[config.mk]
export PLATFORM = sky130hd
export DESIGN_NAME = multi_button_debouncer
export DESIGN_NICKNAME = d
export VERILOG_FILES = /design/src/rtl/multi_button_debouncer.sv
export SDC_FILE = /design/constraint.sdc
export NUM_CORES = 1
export LEC_CHECK = 0
export ABC_AREA = 1
export ABC_CLOCK_PERIOD_IN_PS = 2600
export CAP_MARGIN = 10
export CORE_MARGIN = 3
export CORE_UTILIZATION = 36
export CTS_BUF_LIST = sky130_fd_sc_hd__clkbuf_8
export DETAILED_ROUTE_END_ITERATION = 8
export GPL_ROUTABILITY_DRIVEN = 0
export PLACE_DENSITY_LB_ADDON = 0.15
export SLEW_MARGIN = 10
export SYNTH_ARGS = -nofsm -noshare
export SYNTH_HDL_FRONTEND = slang
export SYNTH_SLANG_ARGS = --single-unit
[constraint.sdc]
create_clock -name CLOCK_50 -period 2.6 [get_ports CLOCK_50]
set_input_delay 0.52 -clock CLOCK_50 [delete_from_list [all_inputs] [get_ports CLOCK_50]]
set_output_delay 0.52 -clock CLOCK_50 [all_outputs]
set_load 0.01 [all_outputs]
[src/rtl/multi_button_debouncer.sv]
// -----------------------------------------------------------------------------
// multi_button_debouncer
//
// N-channel push-button debouncer running entirely on CLOCK_50. A single
// shared prescaler produces a one-cycle sample tick every TICK_DIV cycles.
// Each channel synchronises its raw pin, normalises polarity so that 1 means
// "pressed", and accepts a new level only after STABLE_TICKS consecutive
// ticks of disagreement with the current debounced level.
//
// Ports:
//   CLOCK_50     in   1         system clock
//   resetn       in   1         asynchronous active-low reset
//   btn_in       in   CHANNELS  raw asynchronous button pins
//   btn_level    out  CHANNELS  debounced level, 1 = pressed
//   btn_press    out  CHANNELS  one-cycle strobe on accepted press (and repeat)
//   btn_release  out  CHANNELS  one-cycle strobe on accepted release
//
// Optional feature: define DEBOUNCE_AUTOREPEAT_EN to add hold-to-repeat press
// strobes (first after REPEAT_DELAY ticks, then every REPEAT_RATE ticks).
// -----------------------------------------------------------------------------
module multi_button_debouncer #(
  parameter int CHANNELS     = 4,
  parameter int TICK_DIV     = 50000,
  parameter int STABLE_TICKS = 4,
  parameter int ACTIVE_LOW   = 1,
  parameter int REPEAT_DELAY = 500,
  parameter int REPEAT_RATE  = 100
) (
  input  logic                CLOCK_50,
  input  logic                resetn,
  input  logic [CHANNELS-1:0] btn_in,
  output logic [CHANNELS-1:0] btn_level,
  output logic [CHANNELS-1:0] btn_press,
  output logic [CHANNELS-1:0] btn_release
);

  localparam int PW = $clog2(TICK_DIV);
  localparam int SW = $clog2(STABLE_TICKS + 1);

  localparam logic [PW-1:0] PRESC_LAST  = PW'(TICK_DIV - 1);
  localparam logic [SW-1:0] STABLE_LAST = SW'(STABLE_TICKS - 1);
  localparam logic          RAW_IDLE    = (ACTIVE_LOW != 0);

  logic [CHANNELS-1:0] sync1, sync2, norm;
  logic [PW-1:0]       presc;
  logic                tick;
  logic [SW-1:0]       stab_cnt [CHANNELS];
  logic [CHANNELS-1:0] accept;      // final qualifying tick of a disagreement
  logic [CHANNELS-1:0] rep_strobe;  // hold-to-repeat press strobes

  // Synchroniser: resets to the idle raw value so an idle button does not
  // look like a press on the first cycles after reset.
  always_ff @(posedge CLOCK_50 or negedge resetn) begin
    if (!resetn) begin
      sync1 <= {CHANNELS{RAW_IDLE}};
      sync2 <= {CHANNELS{RAW_IDLE}};
    end else begin
      // NOTE: non-blocking assignments make sync2 take the previous sync1,
      // giving two real flop stages; blocking would collapse them into one.
      sync1 <= btn_in;
      sync2 <= sync1;
    end
  end

  assign norm = sync2 ^ {CHANNELS{RAW_IDLE}};

  // Shared sample-tick prescaler.
  always_ff @(posedge CLOCK_50 or negedge resetn) begin
    if (!resetn)                 presc <= '0;
    else if (presc == PRESC_LAST) presc <= '0;
    else                         presc <= presc + 1'b1;
  end

  assign tick = (presc == PRESC_LAST);

  always_comb begin
    // NOTE: default first so every path assigns accept and no latch is inferred.
    accept = '0;
    for (int i = 0; i < CHANNELS; i++)
      accept[i] = (norm[i] != btn_level[i]) && tick && (stab_cnt[i] == STABLE_LAST);
  end

  // Stability counters and registered outputs. An agreeing input clears the
  // counter on any cycle, so a disagreement that ends on the final tick is
  // discarded rather than accepted.
  always_ff @(posedge CLOCK_50 or negedge resetn) begin
    if (!resetn) begin
      // NOTE: the per-channel counter array is explicitly reset; it is a small
      // register bank, and an unknown start count could accept a level early.
      for (int i = 0; i < CHANNELS; i++) stab_cnt[i] <= '0;
      btn_level   <= '0;
      btn_press   <= '0;
      btn_release <= '0;
    end else begin
      for (int i = 0; i < CHANNELS; i++) begin
        if (norm[i] == btn_level[i])  stab_cnt[i] <= '0;
        else if (accept[i])           stab_cnt[i] <= '0;
        else if (tick)                stab_cnt[i] <= stab_cnt[i] + 1'b1;
      end
      btn_level   <= btn_level ^ accept;
      btn_press   <= (accept & ~btn_level) | rep_strobe;
      btn_release <= accept & btn_level;
    end
  end

`ifdef DEBOUNCE_AUTOREPEAT_EN
  localparam int RMAX = (REPEAT_DELAY > REPEAT_RATE) ? REPEAT_DELAY : REPEAT_RATE;
  localparam int RW   = $clog2(RMAX + 1);

  localparam logic [RW-1:0] REP_DELAY_LAST = RW'(REPEAT_DELAY - 1);
  localparam logic [RW-1:0] REP_RATE_LAST  = RW'(REPEAT_RATE - 1);

  logic [RW-1:0]       rep_cnt [CHANNELS];
  logic [CHANNELS-1:0] rep_phase;  // 0: waiting for first repeat, 1: steady rate

  // A repeat fires on the tick that completes the current interval, but never
  // on the tick that accepts a release.
  always_comb begin
    rep_strobe = '0;
    for (int i = 0; i < CHANNELS; i++)
      rep_strobe[i] = btn_level[i] && tick && !accept[i] &&
                      (rep_cnt[i] == (rep_phase[i] ? REP_RATE_LAST : REP_DELAY_LAST));
  end

  always_ff @(posedge CLOCK_50 or negedge resetn) begin
    if (!resetn) begin
      for (int i = 0; i < CHANNELS; i++) rep_cnt[i] <= '0;
      rep_phase <= '0;
    end else begin
      for (int i = 0; i < CHANNELS; i++) begin
        if (!btn_level[i] || accept[i]) begin
          rep_cnt[i]   <= '0;
          rep_phase[i] <= 1'b0;
        end else if (rep_strobe[i]) begin
          rep_cnt[i]   <= '0;
          rep_phase[i] <= 1'b1;
        end else if (tick) begin
          rep_cnt[i]   <= rep_cnt[i] + 1'b1;
        end
      end
    end
  end
`else
  assign rep_strobe = '0;

  // Keeps the repeat parameters referenced in builds without repeat logic.
  logic unused_repeat_cfg;
  assign unused_repeat_cfg = ^{32'(REPEAT_DELAY), 32'(REPEAT_RATE)};
`endif

endmodule

==> flow_metrics.py <==
metrics = {
    "timing": {
        "worst_pin_slew_ns": 0.5979,
        "finalCriticalPeriod_ns": 1.805,
        "fmax_mhz": 554.0,
        "final_hold_viol_count": 0,
        "rsz0062_at_grt": "false",
        "setup_tns_ns": 0,
        "relSlewSlack": 0.6014,
        "fin_skew_ns": 0.009303,
        "setup_viol": 0,
        "timing.hold.ws_ns": 0.2886,
        "min_period_over_period": 0.6942,
        "finalMaxSlewViolations": 0,
    },
    "routing": {
        "drt_wl_total_um": 3841,
        "drc": 0,
        "dr.pass1.iters": 4,
        "drt_iter0_drc": 64,
        "avgRoutedWirePerCell_um": 11.01,
        "num_vias": 1588,
        "route.met2.wl_um": 1743,
        "via_per_inst": 4.550,
        "drt-met1-wl_um": 1891,
        "top_layer_used": "met4",
        "met3_length_um": 119,
        "postRouteAntennaNets": 0,
    },
    "flow_run": {
        "cap_violations": 0,
    },
    "placed_design": {
        "io_buffers": 17,
        "place_area_mm2": 0.002526,
        "dp.cells": 341,
        "hpwl_um": 2795,
    },
    "power_and_ir_drop": {
        "ir_worst_vdd_mv": 0.3259,
        "leakage_nw": 1.384,
        "powerDensity_mw_per_mm2": 509.5,
    },
    "setup_path": {
        "path_cells": "ha_1 > nand2_2 > inv_2 > nand2_4 > nor2_4 > nand2_4 > clkinv_2 > nand2_1 > nor2_1 > ha_1 > inv_1",
        "end_kind": "register",
        "critical_path_required_ns": 2.85,
        "critPathBufInv": 3,
        "worst_path_largest_cell_delay_ns": 0.40,
        "slowest_stage": "dfrtp_1",
        "crit_type": "register to register",
        "crit_arrival_ns": 2.05,
        "startpoint_type": "register",
        "critical_path.top_delay_family": "simple AND/OR/NAND/NOR gates",
        "cp_max_fo": 15,
        "r2r_slack_ns": 0.80,
        "ff2ff_path_depth": 11,
        "cp_num_cells": 11,
    },
    "layout": {
        "layoutNonFillerInstCount": 349,
        "syn2layout_area_growth_pct": 15.54,
        "final_area_mm2": 0.002641,
        "fillCellCount": 612,
        "final_layout_size_suffix_gt1_frac": 0.1204,
        "nets": 290,
        "num_antenna_cells": 0,
        "multiInputGateArea_um2": 878.3,
        "mostFrequentLayoutCell": "nand2_1",
        "layout_common_cells": "nand2_1, nor2_1, inv_1, dfrtp_1, clkdlybuf4s50_1",
        "register_area_mm2": 0.001211,
    },
    "floorplan": {
        "die_h_um": 85.69,
        "start_util": 0.3794,
        "row_count": 28,
        "core_area_mm2": 0.006026,
        "dieArea_mm2": 0.007342,
        "io_pins": 18,
        "die_x_um": 85.69,
    },
    "global_routing": {
        "grt_usage": 0.1182,
        "grt_max_degree": 49,
        "grt.overflow.total": 0,
        "grt_pass1_vias": 1602,
        "grt_pass1_wl_um": 6982,
        "antenna_found_initial": 0,
    },
    "clock_tree": {
        "cts_tree": "built",
        "numCtsBuffers": 5,
        "clkTransAtPathRegs_ns": 0.10,
        "cts_buffer_depth": 2,
        "root_buffer": "clkbuf_8",
        "clk_latency_ns": 0.30,
        "holdBufCountCts": 0,
        "cts_num_sinks": 48,
        "cts_max_level": 2,
        "cts_setup_buffers": 0,
        "ctsResizeCount": 0,
    },
    "synthesis": {
        "seq_area_frac_synth": 0.5298,
        "ys_types": 25,
        "synth_area_leaders": "dfrtp_1, dfstp_2, nand2_1",
        "ys_ff_latch": 48,
        "syn_area_mm2": 0.002286,
        "synth_top_area_cell": "dfrtp_1",
        "syn_inst": 250,
        "syn_nets": 267,
        "syn_avg_cell_area_um2": 9.144,
        "yosysWarningCount": 0,
        "synth_top_area_share": 0.4379,
    },
    "min_path": {
        "hold_path.class": "input port to async pin",
    },
    "run_status": {
        "status": "finished clean",
    },
}
## cell usage after synthesis (all sizes together)
| master | count |
|---|---|
| o21bai | 5 |
| a21oi | 1 |
| dfstp | 8 |
| buf | 3 |
| inv | 42 |
| o21ai | 3 |
| xor2 | 8 |
| clkinv | 1 |
| nor3 | 1 |
| xnor2 | 2 |
| nor2 | 46 |
| nand3b | 1 |
| ha | 11 |
| nand2 | 49 |
| dfrtp | 40 |
| nand3 | 15 |
| nand4 | 14 |
## per-stage QoR
stage                     total power, mW  utilization  setup slack [ns]
after floorplan                    0.7794            -             1.026
after global placement             0.8040       0.4192            0.8657
after detailed placement           0.8041       0.4192            0.8010
after CTS                           1.370       0.4383            0.7723
after global routing                1.395       0.4383            0.5879
final                               1.346       0.4383            0.7950
## kinds of logic after synthesis
logic type               synth area share
AO/OA/AOI/OAI                     0.02518
AND/OR/NAND/NOR                    0.2605
adder cells (fa/ha/maj)           0.06021
buffers and inverters             0.08593
XOR/XNOR                          0.03832
flip-flops                         0.5298
## area by class of cell
cell class                 instances  share of cell area
multi-input combinational        156              0.3325
clock buffer                       5             0.02605
inverter                          43             0.06158
clock inverter                     3             0.01753
tap                               75             0.03553
timing repair buffer              19             0.06821
sequential                        48              0.4586
## per-layer routing
layer / GRT usage / up-vias
met3: 0.02786 / 9
met2: 0.1907 / 19
met5: 0 / -
met4: 0.04892 / 0
met1: 0.1525 / 744
li1: - / 816
## final timing paths
kind                                end     start
max                        btn_level[2]  presc[0]
max reg2reg                btn_level[2]  presc[0]
max in group asynchronous     presc[11]    resetn
min in group CLOCK_50          sync2[0]  sync1[0]
min                            presc[7]    resetn
min reg2reg                    sync2[0]  sync1[0]
## state kept, by name, indices dropped and copies added (netlist names)
register     flops
presc           16
stab_cnt        12
btn_level        4
btn_press        4
btn_release      4
sync1            4
sync2            4
## report_power, final
| group | total (mW) | internal, mW | leakage [nW] | switching [mW] |
|---|---|---|---|---|
| combinational | 0.0287 | 0.00863 | 0.700 | 0.0200 |
| clock | 0.558 | 0.290 | 0.0548 | 0.268 |
| sequential | 0.759 | 0.757 | 0.629 | 0.00221 |
| total | 1.35 | 1.06 | 1.38 | 0.290 |
Power figures use the tool's default switching activity.
==> RTL edit, RTL diff (same flow settings) <==
Add a define of `DEBOUNCE_AUTOREPEAT_EN`.
--- a/src/rtl/multi_button_debouncer.sv
+++ b/src/rtl/multi_button_debouncer.sv
@@ -18,6 +18,8 @@
 // Optional feature: define DEBOUNCE_AUTOREPEAT_EN to add hold-to-repeat press
 // strobes (first after REPEAT_DELAY ticks, then every REPEAT_RATE ticks).
 // -----------------------------------------------------------------------------
+`define DEBOUNCE_AUTOREPEAT_EN
+
 module multi_button_debouncer #(
   parameter int CHANNELS     = 4,
   parameter int TICK_DIV     = 50000,
Check against the original RTL: no difference found for any inputs over 10 cycles, from zero or initial values and one cycle with resetn low; that may be too few to reach the edited logic, so the function may still have changed.
==> RTL edit against the original RTL <==
  * Core utilization shrank 1.5 points
  * Power grew 69%
  * Sequential cell count grew 40
  * Clock skew shrank 0.0015 ns
  * Final area grew 97%
  * Hold slack lost 0.22 ns
  * First-iteration DRC count grew 89%
  * Sequential share of layout area shrank 3.4 points
  * Cell count grew 110%
  * Setup slack lost 0.33 ns
  * Synthesized area grew 100%
  * Non-clock buffer count grew 2
  * Routed wire length grew 120%
  * Largest power group unchanged
==> RTL edit: results (changes against the original RTL) <==
| Metric | Value |
|---|---|
| Status | `finished, final reports clean` |
| XOR/XNOR Fraction of Synth Area | `0.0542 (+0.0159)` |
| Final net count | `592 (+100%)` |
| R2R Setup Slk | `0.56 ns (-0.24 ns)` |
| Crit-path max cell delay | `0.63 ns (+0.23 ns)` |
| Slowest cell on crit path | `clkdlybuf4s50_1` |
| Vias in the first global route | `3,275 (+100%)` |
| Gr usage total | `0.132 (+0.0135)` |
| Worst Reg2Reg Path Length in Cells | `9 (-2)` |
| Initial antenna violation count | `0 (unchanged)` |
| Pleak | `2.59 nW (+87%)` |
| Global-route wire length before repair | `15,300 um (+120%)` |
| WHS | `0.0713 ns (-0.217 ns)` |
| Clk pin slew, worst setup/hold paths | `0.08 ns (-0.02 ns)` |
| Post-synth cell types | `37 (+48%)` |
| Slew HR | `0.640 (+0.0387)` |
| Crit Reg-Reg Endpoint | `rep_cnt[14]` |
| Final HPWL DP | `5990 um (+110%)` |
| Final wirelength | `8480 um (+120%)` |
| Routed vias | `3,380 (+110%)` |
| Complex-gate fraction of the synthesized area | `0.0545 (+0.0293)` |
| Layout cells sized above 1 | `0.118 (-0.00289)` |
| Async SR Flop Fraction | `1.00 (unchanged)` |
| Synth Area in Adders | `0.0564 (-0.00382)` |
| Biggest regs | `rep_cnt x36, presc x16, stab_cnt x12` |
| Ys Warns | `0 (unchanged)` |
| Switching Share | `0.227 (+0.0114)` |
| Root buffer cell | `clkbuf_8` |
| Syn Nets | `566 (+110%)` |
| DR iter-0 viols | `121 (+89%)` |
| Worst skew pair latency | `0.37 ns (+0.07 ns)` |
| Worst r2r src | `presc[0]` |
| Top post-synthesis cells by count | `110 x nand2_1, 80 x dfrtp_1, 80 x inv_1, 72 x nor2_1, 37 x nand3_1` |
| Num CTS Buffers | `9 (+4)` |
| Final clock skew | `0.00778 ns (-0.00152 ns)` |
| Peak VDD IR | `0.339 mV (+4.2%)` |
| Register area share after synthesis | `0.475 (-0.0551)` |
| Largest net degree at the start of global routing | `42 (-14%)` |
| Total grt overflow | `0 (unchanged)` |
| Critical Path AT | `1.62 ns (-0.43 ns)` |
| Antenna Cells | `0 (unchanged)` |
| Crit-path leading delay family | `buffers and inverters` |
| Top cells by area, synth | `dfrtp_1 43%, nand2_1 8.9%, inv_1 6.4%` |
| Max FO, Critical Path | `8 (-7)` |
| H-tree Lvls | `3 (+1)` |
| Postcts setup bufs | `0 (unchanged)` |
| CTS resizes | `0 (unchanged)` |
RTL edit: layout make-up:
class                      instances  area [um2]
timing repair buffer              21         210
fill                            1274        7100
clock inverter                     6        30.0
multi-input combinational        359        2080
tap                              168         210
clock buffer                      10         138
inverter                          86         324
sequential                        88        2210
RTL edit: through the flow:
step	instance area, um2	setup slack (ns)	std cells
finish	5210	0.464	738
global route	5210	0.339	738
CTS	5210	0.406	738
detailed placement	5040	0.553	722
global placement	5040	0.595	722
floorplan	4660	0.735	539
RTL edit: how the worst max path moves through the flow:
stage | start | slack (ns) | cells after the start | to
finish | btn_level[0] | 0.46 | 1 | btn_level[0]
global placement | presc[0] | 0.60 | 9 | rep_cnt[14]
global route | presc[0] | 0.34 | 9 | rep_cnt[14]
CTS | btn_level[0] | 0.41 | 1 | btn_level[0]
floorplan | presc[0] | 0.73 | 9 | rep_cnt[14]
detailed placement | presc[0] | 0.55 | 9 | rep_cnt[14]
RTL edit: cells by family after synthesis:
logic type	after synthesis
buffers and inverters	92
adders and majority gates	21
and+or+nand+nor	273
xor gates and xnor gates	28
DFF	88
AOI/OAI and AO/OA	37
RTL edit: metal layers:
metal	up-vias	wire length, um	track usage
met5	-	0	0
met4	0	139	0.0515
met3	13	268	0.0377
met2	40	3930	0.207
met1	1587	4140	0.172
li1	1740	-	-
RTL edit: power by group through the flow:
stage / combinational [mW] / clock (mW) / sequential (mW)
after CTS: 0.0550 / 0.892 / 1.38
after global placement: 0.0542 / 0 / 1.41
after global routing: 0.0601 / 0.936 / 1.38
final: 0.0513 / 0.837 / 1.38
after detailed placement: 0.0548 / 0 / 1.41
after floorplan: 0.0104 / 0 / 1.41
